$ cat src/rtl/regread_ctrl.sv
// Register-read controller: sequences up to two operand reads through one shared RF read port.
// Optional macro REGREAD_BYPASS_EN forwards a same-cycle writeback instead of reading the RF.
module regread_ctrl #(
  parameter int NUM_UOPS      = 32,
  parameter int XLEN          = 32,
  parameter int ARCHFILE_SIZE = 32,
  localparam int UW = $clog2(NUM_UOPS),
  localparam int AW = $clog2(ARCHFILE_SIZE)
) (
  input  logic            clk,
  input  logic            rst,
  input  logic            flush,
  input  logic            in_valid,
  output logic            in_ready,
  input  logic [UW-1:0]   uop_in,
  input  logic            eoi_in,
  input  logic [AW-1:0]   dest_arch_in,
  input  logic [XLEN-1:0] imm_in,
  input  logic            use_imm_in,
  input  logic [31:0]     pc_in,
  input  logic            except_in,
  input  logic [AW-1:0]   rs1_arch_in,
  input  logic [AW-1:0]   rs2_arch_in,
  input  logic            use_rs1_in,
  input  logic            use_rs2_in,
  output logic            rf_ren,
  output logic [AW-1:0]   rf_raddr,
  input  logic [XLEN-1:0] rf_rdata,
  input  logic            wb_valid,
  input  logic [AW-1:0]   wb_arch,
  input  logic [XLEN-1:0] wb_data,
  output logic            out_valid,
  input  logic            out_ready,
  output logic [UW-1:0]   uop_out,
  output logic            eoi_out,
  output logic [AW-1:0]   dest_arch_out,
  output logic [XLEN-1:0] imm_out,
  output logic            use_imm_out,
  output logic [31:0]     pc_out,
  output logic            except_out,
  output logic [XLEN-1:0] src1_out,
  output logic [XLEN-1:0] src2_out
);

  // state | meaning
  // IDLE  | waiting for a packet
  // RS1   | reading source 1
  // RS2   | reading source 2 (captures source 1 data)
  // FIN   | capturing the last read data
  // OUT   | presenting packet downstream
  localparam logic [2:0] S_IDLE = 3'd0;
  localparam logic [2:0] S_RS1  = 3'd1;
  localparam logic [2:0] S_RS2  = 3'd2;
  localparam logic [2:0] S_FIN  = 3'd3;
  localparam logic [2:0] S_OUT  = 3'd4;

  logic [2:0]    state, state_nxt, route;
  logic [AW-1:0] rs1_q, rs2_q;
  logic          rd2_q;
  logic          pend, pend_sel;
  logic          accept, rd1_in, rd2_in, in_rs, byp;

  assign in_ready  = !flush && ((state == S_IDLE) || ((state == S_OUT) && out_ready));
  assign accept    = in_valid && in_ready;
  assign out_valid = (state == S_OUT);
  assign rd1_in    = use_rs1_in && (rs1_arch_in != '0) && !except_in;
  assign rd2_in    = use_rs2_in && (rs2_arch_in != '0) && !except_in;
  assign route     = rd1_in ? S_RS1 : (rd2_in ? S_RS2 : S_OUT);
  assign in_rs     = (state == S_RS1) || (state == S_RS2);
  assign rf_raddr  = (state == S_RS1) ? rs1_q : ((state == S_RS2) ? rs2_q : '0);

`ifdef REGREAD_BYPASS_EN
  assign byp = in_rs && wb_valid && (wb_arch == rf_raddr) && (rf_raddr != '0);
`else
  logic unused_wb;
  assign unused_wb = ^{wb_valid, wb_arch, wb_data};
  assign byp       = 1'b0;
`endif

  assign rf_ren = in_rs && !byp;

  always_comb begin
    state_nxt = state;
    case (state)
      S_IDLE:  if (accept) state_nxt = route;
      S_RS1:   state_nxt = rd2_q ? S_RS2 : S_FIN;
      S_RS2:   state_nxt = S_FIN;
      S_FIN:   state_nxt = S_OUT;
      S_OUT:   if (out_ready) state_nxt = accept ? route : S_IDLE;
      default: state_nxt = S_IDLE;
    endcase
    if (flush) state_nxt = S_IDLE;
  end

  always_ff @(posedge clk) begin
    if (rst) begin
      state         <= S_IDLE;
      rs1_q         <= '0;
      rs2_q         <= '0;
      rd2_q         <= 1'b0;
      pend          <= 1'b0;
      pend_sel      <= 1'b0;
      uop_out       <= '0;
      eoi_out       <= 1'b0;
      dest_arch_out <= '0;
      imm_out       <= '0;
      use_imm_out   <= 1'b0;
      pc_out        <= '0;
      except_out    <= 1'b0;
      src1_out      <= '0;
      src2_out      <= '0;
    end else begin
      state <= state_nxt;
      if (flush) begin
        pend <= 1'b0;
      end else begin
        // RF data arrives one cycle after the read; pend_sel remembers which source it belongs to
        pend     <= rf_ren;
        pend_sel <= (state == S_RS2);
        if (pend) begin
          if (pend_sel) src2_out <= rf_rdata;
          else          src1_out <= rf_rdata;
        end
        if (byp) begin
          if (state == S_RS2) src2_out <= wb_data;
          else                src1_out <= wb_data;
        end
        if (accept) begin
          uop_out       <= uop_in;
          eoi_out       <= eoi_in;
          dest_arch_out <= dest_arch_in;
          imm_out       <= imm_in;
          use_imm_out   <= use_imm_in;
          pc_out        <= pc_in;
          except_out    <= except_in;
          src1_out      <= '0;
          src2_out      <= '0;
          rs1_q         <= rs1_arch_in;
          rs2_q         <= rs2_arch_in;
          rd2_q         <= rd2_in;
        end
      end
    end
  end

endmodule
$ cat config.mk
export PLATFORM = sky130hd
export DESIGN_NAME = regread_ctrl
export DESIGN_NICKNAME = d
export VERILOG_FILES = /design/src/rtl/regread_ctrl.sv
export SDC_FILE = /design/constraint.sdc
export NUM_CORES = 1
export LEC_CHECK = 0
export CORE_MARGIN = 5
export CORE_UTILIZATION = 43
export CTS_CLUSTER_SIZE = 30
export DETAILED_ROUTE_END_ITERATION = 6
export MAX_ROUTING_LAYER = met4
export PLACE_DENSITY = 0.87
export REMOVE_ABC_BUFFERS = 1
export SKIP_LAST_GASP = 1
export SYNTH_ARGS = -nofsm -noshare
export SYNTH_HDL_FRONTEND = slang
export SYNTH_SLANG_ARGS = --single-unit
$ cat constraint.sdc
create_clock -name clk -period 4.2 [get_ports clk]
set_input_delay 0.84 -clock clk [delete_from_list [all_inputs] [get_ports clk]]
set_output_delay 0.84 -clock clk [all_outputs]
set_load 0.02 [all_outputs]
==> results_dict.tcl <==
set metrics [dict create \
    antenna_cells 0 \
    netlist_area_sq_mm 0.005991 \
    worst_slack_ns 0.9785 \
    power.density_mw_per_mm2 377.8 \
    yosys_warnings 0 \
    clkLatencyLatePin_ns 0.41 \
    drv_slew 0 \
    die_x_um 128.0 \
    timing.fmax_mhz 310.4 \
    synth_edf_count 0 \
    vdd_drop_max_mv 0.3144 \
    setup_viol 0 \
    synthCells 724 \
    grt_use_met3 0.08542 \
    grtUsageTotal 0.2220 \
    cts_tree "yes" \
    finalHoldViolCount 0 \
    cp.required_ns 3.36 \
    vias 5727 \
    core-area_sq_mm 0.01377 \
    startpoint_type "input port" \
    drcViolationCount 0 \
    worstSetupStartpoint "flush" \
    rsz0062_at_grt "false" \
    first_pass_iters 4 \
    power_mw 3.502 \
    vias_per_cell 4.946 \
    reg2reg_depth 5 \
    r2r_start "state[2]$_SDFFE_PP0P_" \
    initialDrtViolationCount 380 \
    hold_class "reg -> reg" \
    max-clock-path-buffers 2 \
    regArea_sq_mm 0.003143 \
    path_clk_slew_ns 0.06 \
    async_reset_ff_frac 0 \
    yosysTopAreaCell "dfxtp_1" \
    numCtsBuffers 17 \
    synth.distinct_cells 35 \
    tightest_slew_ns 0.9182 \
    finalClockSkew_ns 0.006513 \
    hold_buffers 0 \
    grt_pass1_wl_mm 28.11 \
    worstSetupEndpoint "in_ready" \
    synth_commonest_cells "nand2_1 (305), dfxtp_1 (157), a21oi_1 (95), a21oi_2 (60), clkbuf_1 (35)" \
    syn_to_final_growth_pct 54.70 \
    status "finished, final reports clean" \
    ys_ff_latch 157 \
    cts_sinks 157 \
    fp.dieH_um 128.0 \
    dpl.hpwl_mm 12.90 \
    grt_pass1_vias 5498 \
    use_met2 0.3494 \
    critical_path.max_fanout 10 \
    end_kind "output pin" \
    fin_nets 1133 \
    hold_start "uop_out[3]$_SDFFE_PP0P_" \
    pin_count 313 \
    p_leak_nw 3.129 \
    routed_wl_mm 18.27 \
    synth_top_area_share 0.5246 \
    h-tree-depth 4 \
    critPathKind "in -> out" \
    io_buffer_count 274 \
    met1_usage 0.2665 \
    finalWorstPathRequiredPeriod_ns 3.222 \
    rows 43 \
    grt_max_degree 89 \
    fin_setup_tns_ns 0 \
    antenna_found_initial 0 \
    drive_gt1_frac 0.1074 \
    synth_most_common_cell "nand2_1" \
    cts_setup_buffers 0 \
    final_antenna_net_count 0 \
    multiInputGateArea_sq_mm 0.002500 \
    drv_cap 0 \
    wl_per_cell_um 15.78 \
    maxSlewHeadroom 0.3879 \
    min_path_cells 2 \
    busiest_layer "met2" \
    fillCellCount 1092 \
    ys_dominant_reg_cell "dfxtp_1" \
    initial_core_util 0.4350 \
    syn_area_per_cell_sq_um 8.275 \
    timing.rr.end "src1_out[13]$_SDFFE_PP0P_" \
    synth-seq-area-share 0.5246 \
    arrival_ns 2.38 \
    grt_overflow 0 \
    place_congestion 0.8527 \
    die-area_sq_mm 0.01639 \
    cts_resized 0 \
    cts_root_buf "clkbuf_16" \
    worst-r2r-setup-slack_ns 1.85 \
    dp_slack_ns 0.9537 \
    fin_crit_sh 0.7670 \
    synthTopCellsByArea "dfxtp_1 (52%), nand2_1 (19%), a21oi_2 (8.8%)" \
]
-- worst min path at each step --
stage | to | slack (ns)
finish | uop_out[3]$_SDFFE_PP0P_ | 0.45
global route | uop_out[3]$_SDFFE_PP0P_ | 0.47
CTS | uop_out[3]$_SDFFE_PP0P_ | 0.45
detailed placement | uop_out[3]$_SDFFE_PP0P_ | 0.45
global placement | pc_out[25]$_SDFFE_PP0P_ | 0.44
floorplan | rs1_q[0]$_SDFFE_PP0P_ | 0.43
-- critical path: stages --
cell	delay (ns)
clkdlybuf4s50_1	0.57
nor4_1	0.32
clkdlybuf4s50_1	0.65
-- per-stage QoR --
stage | cell area, sq um | util | instances | hold WS, ns
global placement | 8682 | 0.6304 | 1130 | 0.4402
floorplan | 5635 | - | 668 | 0.4300
CTS | 9268 | 0.6729 | 1158 | 0.4535
global route | 9268 | 0.6729 | 1158 | 0.4689
finish | 9268 | 0.6729 | 1158 | 0.4512
detailed placement | 8682 | 0.6304 | 1130 | 0.4455
-- cells in the final DEF (no fill, tap or decap), types with 3 or more instances in the layout --
cell type | synthesis | routed
a21oi_2 | 60 | 60
clkdlybuf4s50_1 | 0 | 273
o21ai_0 | 3 | 3
buf_4 | 0 | 7
nand2_1 | 305 | 305
dfxtp_1 | 157 | 157
a21oi_1 | 95 | 95
clkbuf_16 | 0 | 17
nor2_1 | 11 | 11
nor2b_1 | 4 | 4
bufinv_16 | 0 | 3
clkbuf_8 | 0 | 3
a22oi_1 | 6 | 6
-- cell type report --
class                           count  share of cell area
Clock inverter                      7             0.01242
Multi-Input combinational cell    510              0.2697
Clock buffer                       21             0.05076
Sequential cell                   157              0.3391
Tap cell                          180             0.02430
Inverter                            1           0.0004050
Timing Repair Buffer              282              0.3032
-- power by group --
part,switching [mW],leakage [nW],internal [mW]
logic,0.201,1.57,0.208
registers,0.0231,1.27,1.53
clock network,0.569,0.283,0.967
-- cell families after synthesis --
logic type / Yosys count / share of synthesized area
buffers and inverters: 57 / 0.05994
AO/OA/AOI/OAI: 172 / 0.1878
AND/OR/NAND/NOR: 338 / 0.2277
flip-flops: 157 / 0.5246
-- flip-flops by register name, summed over array words and instances (netlist names) --
| name | count |
|---|---|
| imm_out | 32 |
| pc_out | 32 |
| src1_out | 32 |
| src2_out | 32 |
| dest_arch_out | 5 |
| rs1_q | 5 |
| rs2_q | 5 |
| uop_out | 5 |
| state | 3 |
| eoi_out | 1 |
| except_out | 1 |
| pend | 1 |
| pend_sel | 1 |
| rd2_q | 1 |
| use_imm_out | 1 |
-- routing by layer --
metal	part of all wire	vias to the layer above
li1	-	2823
met3	0.11	19
met2	0.47	240
met1	0.41	2645
met5	0	-
met4	0.013	0
Note: power is estimated with default switching activity, not from simulation.
